File: src/rtl/uart_cmd_pkg.sv
// Shared command/response byte codes and scheduler state encoding for the
// UART command scheduler slice.
package uart_cmd_pkg;

  localparam logic [7:0] CMD_RUN   = 8'h72;  // 'r'
  localparam logic [7:0] CMD_STOP  = 8'h73;  // 's'
  localparam logic [7:0] CMD_CLEAR = 8'h63;  // 'c'
  localparam logic [7:0] CMD_DHT   = 8'h68;  // 'h'
  localparam logic [7:0] CMD_SR    = 8'h75;  // 'u'

  localparam logic [7:0] RSP_OK  = 8'h4B;    // 'K'
  localparam logic [7:0] RSP_TMO = 8'h54;    // 'T'
  localparam logic [7:0] RSP_ERR = 8'h3F;    // '?'

  typedef enum logic [2:0] {
    ST_IDLE   = 3'd0,
    ST_DECODE = 3'd1,
    ST_START  = 3'd2,
    ST_WAIT   = 3'd3,
    ST_RESP   = 3'd4
  } state_t;

endpackage

File: src/rtl/uart_cmd_sched_if.sv
// RX/TX FIFO handshake bundle between the command scheduler (master) and the
// UART FIFOs (slave).
interface uart_cmd_sched_if;
  logic       rx_empty;
  logic [7:0] rx_data;
  logic       rx_pop;
  logic       tx_full;
  logic       tx_push;
  logic [7:0] tx_data;

  modport master (
    input  rx_empty, rx_data, tx_full,
    output rx_pop, tx_push, tx_data
  );

  modport slave (
    output rx_empty, rx_data, tx_full,
    input  rx_pop, tx_push, tx_data
  );
endinterface

File: src/rtl/cmd_timeout_timer.sv
// Saturating sensor-wait timer: cleared on clr, counts while en, flags
// expired once it has reached TIMEOUT_CYC-1 and then holds there.
module cmd_timeout_timer #(
  parameter int TIMEOUT_CYC = 100_000_000
) (
  input  logic clk,
  input  logic rst,
  input  logic clr,
  input  logic en,
  output logic expired
);

  localparam int CNT_W = (TIMEOUT_CYC > 1) ? $clog2(TIMEOUT_CYC) : 1;
  localparam logic [CNT_W-1:0] LAST = CNT_W'(TIMEOUT_CYC - 1);

  logic [CNT_W-1:0] cnt;

  assign expired = (cnt == LAST);

  // Stops at LAST so a stalled WAIT can never wrap back to zero.
  always_ff @(posedge clk) begin
    if (rst || clr) begin
      cnt <= '0;
    end else if (en && !expired) begin
      cnt <= cnt + 1'b1;
    end
  end

endmodule

File: src/rtl/uart_cmd_sched.sv
// UART command scheduler: pops one command byte, drives stopwatch/sensor
// controls, and pushes exactly one response byte per command.
module uart_cmd_sched
  import uart_cmd_pkg::*;
#(
  parameter int TIMEOUT_CYC = 100_000_000
) (
  input  logic             clk,
  input  logic             rst,
  uart_cmd_sched_if.master bus,
  output logic             o_run_stop,
  output logic             o_clear,
  output logic             dht_start,
  input  logic             dht_done,
  output logic             sr_start,
  input  logic             sr_done,
  output logic             o_busy
);

  state_t     state, state_nxt;
  logic [7:0] cmd, resp, resp_nxt;
  logic       cmd_ld, resp_ld, run_ld, run_nxt, clr_nxt;
  logic       tmr_clr, tmr_en, tmo, sensor_done;

  cmd_timeout_timer #(.TIMEOUT_CYC(TIMEOUT_CYC)) u_timer (
    .clk     (clk),
    .rst     (rst),
    .clr     (tmr_clr),
    .en      (tmr_en),
    .expired (tmo)
  );

  // Only the sensor that was started may end the wait.
  assign sensor_done = (cmd == CMD_DHT) ? dht_done : sr_done;
  assign o_busy      = (state != ST_IDLE);

  always_ff @(posedge clk) begin
    if (rst) begin
      state <= ST_IDLE;
    end else begin
      state <= state_nxt;
    end
  end

  always_comb begin
    state_nxt    = state;
    cmd_ld       = 1'b0;
    resp_ld      = 1'b0;
    resp_nxt     = resp;
    run_ld       = 1'b0;
    run_nxt      = 1'b0;
    clr_nxt      = 1'b0;
    tmr_clr      = 1'b0;
    tmr_en       = 1'b0;
    bus.rx_pop   = 1'b0;
    bus.tx_push  = 1'b0;
    bus.tx_data  = 8'h00;
    dht_start    = 1'b0;
    sr_start     = 1'b0;
    // Strobes are held off while reset is asserted so no byte is consumed,
    // pushed or re-triggered during the reset cycle.
    if (!rst) begin
      unique case (state)
        ST_IDLE: begin
          if (!bus.rx_empty) begin
            bus.rx_pop = 1'b1;
            cmd_ld     = 1'b1;
            state_nxt  = ST_DECODE;
          end
        end
        ST_DECODE: begin
          resp_ld   = 1'b1;
          state_nxt = ST_RESP;
          case (cmd)
            CMD_RUN:   begin run_ld = 1'b1; run_nxt = 1'b1; resp_nxt = RSP_OK; end
            CMD_STOP:  begin run_ld = 1'b1; run_nxt = 1'b0; resp_nxt = RSP_OK; end
            CMD_CLEAR: begin clr_nxt = 1'b1; resp_nxt = RSP_OK; end
            CMD_DHT, CMD_SR: begin
              resp_ld   = 1'b0;
              state_nxt = ST_START;
            end
            default:   resp_nxt = RSP_ERR;
          endcase
        end
        ST_START: begin
          dht_start = (cmd == CMD_DHT);
          sr_start  = (cmd == CMD_SR);
          tmr_clr   = 1'b1;
          state_nxt = ST_WAIT;
        end
        ST_WAIT: begin
          tmr_en = 1'b1;
          // A done landing on the expiry cycle still counts as success.
          if (sensor_done) begin
            resp_ld   = 1'b1;
            resp_nxt  = RSP_OK;
            state_nxt = ST_RESP;
          end else if (tmo) begin
            resp_ld   = 1'b1;
            resp_nxt  = RSP_TMO;
            state_nxt = ST_RESP;
          end
        end
        ST_RESP: begin
          if (!bus.tx_full) begin
            bus.tx_push = 1'b1;
            bus.tx_data = resp;
            state_nxt   = ST_IDLE;
          end
        end
      endcase
    end
  end

  always_ff @(posedge clk) begin
    if (rst) begin
      cmd        <= 8'h00;
      resp       <= 8'h00;
      o_run_stop <= 1'b0;
      o_clear    <= 1'b0;
    end else begin
      if (cmd_ld)  cmd        <= bus.rx_data;
      if (resp_ld) resp       <= resp_nxt;
      if (run_ld)  o_run_stop <= run_nxt;
      o_clear <= clr_nxt;
    end
  end

endmodule
File: src/flat_wrapper.sv
// flat-port wrapper written by rule: the top's interface ports become plain ports
module uart_cmd_sched_flat import uart_cmd_pkg::*;
#(
  parameter int TIMEOUT_CYC = 100_000_000
)
  (clk, rst, o_run_stop, o_clear, dht_start, dht_done, sr_start, sr_done, o_busy, bus_rx_empty, bus_rx_data, bus_tx_full, bus_rx_pop, bus_tx_push, bus_tx_data);
  uart_cmd_sched_if bus_i ();
  input  logic clk;
  input  logic rst;
  output logic o_run_stop;
  output logic o_clear;
  output logic dht_start;
  input  logic dht_done;
  output logic sr_start;
  input  logic sr_done;
  output logic o_busy;
  input wire logic [$bits(bus_i.rx_empty)-1:0] bus_rx_empty;
  input wire logic [$bits(bus_i.rx_data)-1:0] bus_rx_data;
  input wire logic [$bits(bus_i.tx_full)-1:0] bus_tx_full;
  output wire logic [$bits(bus_i.rx_pop)-1:0] bus_rx_pop;
  output wire logic [$bits(bus_i.tx_push)-1:0] bus_tx_push;
  output wire logic [$bits(bus_i.tx_data)-1:0] bus_tx_data;
  assign bus_i.rx_empty = bus_rx_empty;
  assign bus_i.rx_data = bus_rx_data;
  assign bus_i.tx_full = bus_tx_full;
  assign bus_rx_pop = bus_i.rx_pop;
  assign bus_tx_push = bus_i.tx_push;
  assign bus_tx_data = bus_i.tx_data;
  uart_cmd_sched #(.TIMEOUT_CYC(TIMEOUT_CYC)) u_core (.clk(clk), .rst(rst), .bus(bus_i), .o_run_stop(o_run_stop), .o_clear(o_clear), .dht_start(dht_start), .dht_done(dht_done), .sr_start(sr_start), .sr_done(sr_done), .o_busy(o_busy));
endmodule
File: config.mk
export PLATFORM = sky130hd
export DESIGN_NAME = uart_cmd_sched_flat
export DESIGN_NICKNAME = d
export VERILOG_FILES = /design/src/rtl/uart_cmd_pkg.sv /design/src/rtl/uart_cmd_sched_if.sv /design/src/rtl/cmd_timeout_timer.sv /design/src/rtl/uart_cmd_sched.sv /design/src/flat_wrapper.sv
export SDC_FILE = /design/constraint.sdc
export NUM_CORES = 1
export LEC_CHECK = 0
export ABC_AREA = 1
export CORE_ASPECT_RATIO = 0.9
export CORE_MARGIN = 2
export CORE_UTILIZATION = 60
export DETAILED_ROUTE_END_ITERATION = 10
export HOLD_SLACK_MARGIN = 0.1
export PLACE_DENSITY_LB_ADDON = 0.25
export SLEW_MARGIN = 20
export SYNTH_ARGS = -nofsm -noshare
export SYNTH_HDL_FRONTEND = slang
export SYNTH_SLANG_ARGS = --single-unit
File: constraint.sdc
create_clock -name clk -period 2.7 [get_ports clk]
set_input_delay 0.54 -clock clk [delete_from_list [all_inputs] [get_ports clk]]
set_output_delay 0.54 -clock clk [all_outputs]
set_load 0.03 [all_outputs]
==> summary.md <==
| Metric | Value |
|---|---|
| Fin crit period | 2.34 ns |
| Yosys reg bits | 44 |
| Setup TNS | 0 ns |
| Setup Buffers After CTS | 0 |
| Clock slew at reported path FFs | 0.08 ns |
| Crit-path cells | clkdlybuf4s50_1 > nor3_2 > inv_1 > nor2_1 > buf_4 |
| Max cap viols | 0 |
| First-pass GRT wire length | 10200 um |
| Most common cell in the netlist | nand2_1 |
| Syn avg cell area | 6.34 sq um |
| I/O pin total | 29 |
| Area grow syn2layout | 12.3% |
| RSZ-0062 raised after global routing | no |
| Clk_skew | 0.00567 ns |
| CTS Buf Count | 5 |
| Top delay family on crit path | buffers and inverters |
| Setup violators final | 0 |
| Initial antenna violation count | 0 |
| Largest family of logic cells by synthesized area | simple AND/OR/NAND/NOR gates |
| Maximum vdd drop | 0.387 mV |
| Pleak | 1.20 nW |
| Hold_buf cts | 0 |
| Dpl cells | 516 |
| TritonCTS clock tree | done |
| Die footprint | 5190 sq um |
| Worst hold slack | 0.468 ns |
| WP data required | 2.16 ns |
| Cells after synthesis | 438 |
| Crit end category | primary output |
| Core Area | 4460 sq um |
| Drt drc | 0 |
| # resized after CTS | 0 |
| Critical Path Start Type | primary input |
| Area fraction in compound gates after synthesis | 0.0991 |
| Post-Synth Simple-Gate Area | 0.441 |
| Final wirelength | 6260 um |
| RD Place Congestion | 0.942 |
| Fin cells | 524 |
| Slowest cell on the critical path | clkdlybuf4s50_1 |
| # diodes | 0 |
| H-tree depth | 2 |
| Xor/xnor share of the synthesized area | 0.0441 |
| Die span in y | 68.6 um |
| Tcrit/Tclk final | 0.865 |
| Clk buf depth | 2 |
| Placed Area | 3010 sq um |
| Sequential cell area | 881 sq um |
| Sw Pwr | 0.345 mW |
| P per Cell Area | 434 nW/um^2 |
| Mux cell area share after synthesis | 0 |
| Vias/cell | 5.06 |
| Clock Latency Late Sink | 0.30 ns |
| Comb pwr share | 0.120 |
| Post-synth ARST share | 0 |
| Root Driver | clkbuf_8 |
| Post-DP HPWL | 4550 um |
| Top-area cell type share of the netlist area | 0.317 |
| DIE WIDTH | 75.7 um |
| Final Hold Fails | 0 |
| Status | finished, final reports clean |
| Fillers | 395 |
| Port Buffers | 27 |
| Netlist cell types | 30 |
| Share of cells above drive strength 1 | 0.113 |
| CP Buf/Inv Count | 3 |
| Total gr overflow | 0 |
| P_int | 1.01 mW |
| Starting Density | 0.623 |
| Syn nets | 453 |
| WL/cell | 12.0 um |
| Max Clock Freq | 428 MHz |
| Commonest cells in the netlist | nand2_1, nor2_1, dfxtp_1, inv_1, a21oi_1 |
| DRT iter0 DRCs | 181 |
| ANT nets after route | 0 |
| # rows | 23 |
| Post-Synth Adder-Cell Area | 0.00450 |
| Drt first pass iters | 5 |
| Max stage delay on crit path | 0.48 ns |
| Switching share of power | 0.255 |
| Via Count | 2649 |
| Top cells by area, synth | dfxtp_1, nand2_1, nor2_1, inv_1, a21oi_1 |
| GRT Util Overall | 0.259 |
| Multi-input gate area in the final layout | 1640 sq um |
| HP Class | reg2reg |
| Pin count of the biggest net entering global routing | 26 |
| Critical path type | in2out |
| CTS Sinks | 44 |
| Nets | 476 |
| Synth area leader | dfxtp_1 |
| Max Slew Vio Count | 0 |
| YS warnings | 0 |
| Vias in the first global route | 2192 |
| Seq/Total Area, Yosys | 0.317 |
| Post-synth EDFFs | 0 |
| Clock network power share | 0.372 |
| Final instance area | 3120 sq um |
| Crit path DAT | 1.80 ns |
| Top_reg_cell synth | dfxtp_1 |
| Sequential fraction of design power | 0.508 |
| Synthesized cell area | 2780 sq um |
| Critical path peak fanout | 4 |
[metrics by stage]
step | power (mW) | setup WS, ns | util
finish | 1.35 | 0.364 | 0.699
global route | 1.41 | 0.288 | 0.699
CTS | 1.36 | 0.351 | 0.699
detailed placement | 0.862 | 0.416 | 0.675
global placement | 0.861 | 0.453 | 0.675
floorplan | 0.814 | 0.0707 | -
[cell type report]
class | instances | area share
clock buffer | 6 | 0.0233
clock inverter | 2 | 0.0112
inverter | 40 | 0.0482
multi-input combinational | 341 | 0.527
sequential | 44 | 0.283
tap | 62 | 0.0249
timing repair buffer | 29 | 0.0827
[per-layer routing]
metal	routed length, um	track usage	vias up
li1	-	-	1406
met1	3130	0.391	1170
met2	2710	0.379	65
met3	342	0.0422	8
met4	79	0.0724	0
met5	0	0	-
[power by group through the flow]
stage / registers, mW / logic (mW) / clock network (mW)
floorplan: 0.700 / 0.114 / 0
global placement: 0.703 / 0.158 / 0
detailed placement: 0.703 / 0.160 / 0
CTS: 0.688 / 0.162 / 0.509
global route: 0.693 / 0.182 / 0.531
finish: 0.688 / 0.163 / 0.503
[placed cells by master, fill, tap and decap left out, types with 4 or more instances in the layout]
| cell type | n |
|---|---|
| nand2_2 | 8 |
| a21oi_2 | 8 |
| dfxtp_1 | 44 |
| nor2_1 | 77 |
| a211oi_1 | 7 |
| xnor2_1 | 5 |
| nand4_1 | 4 |
| clkdlybuf4s50_1 | 16 |
| nor2_2 | 6 |
| inv_1 | 39 |
| nand2_1 | 150 |
| nand3_1 | 16 |
| xor2_1 | 9 |
| buf_4 | 13 |
| o21ai_0 | 5 |
| a21oi_1 | 24 |
| clkbuf_8 | 5 |
| nand3b_1 | 7 |
[final timing paths]
kind                                             from                     end  slack, ns  cells after the start
worst min register to register         u_core.resp[6]          u_core.resp[6]       0.47                      2
worst max-delay path                              rst          bus_tx_data[3]       0.36                      5
worst max register to register  u_core.u_timer.cnt[1]  u_core.u_timer.cnt[15]       0.78                     10
worst min-delay path                   u_core.resp[6]          u_core.resp[6]       0.47                      2
[worst register-to-register path: stages, from the launching register on]
cell and delay, ns:
dfxtp_1 0.35, ha_1 0.29, inv_2 0.15, nor2_8 0.06
nand2_4 0.11, nor2_2 0.05, nand2_2 0.11, nand2_4 0.10
nor2_8 0.35, nand2_1 0.14, a21oi_2 0.15
[state kept, by name, indices dropped and copies added, names as in the netlist]
signal / cells
u_core.o_run_stop: 1
u_core.resp: 4
u_core.state: 3
u_core.o_clear: 1
u_core.cmd: 8
u_core.u_timer.cnt: 27
[logic make-up after synthesis]
kind of cell,after synthesis
other,1
adder cells (fa/ha/maj),1
buffers and inverters,53
XOR/XNOR,14
flip-flops,44
AO/OA/AOI/OAI,45
AND/OR/NAND/NOR,280
No activity file was read; power rests on OpenSTA's default activity.
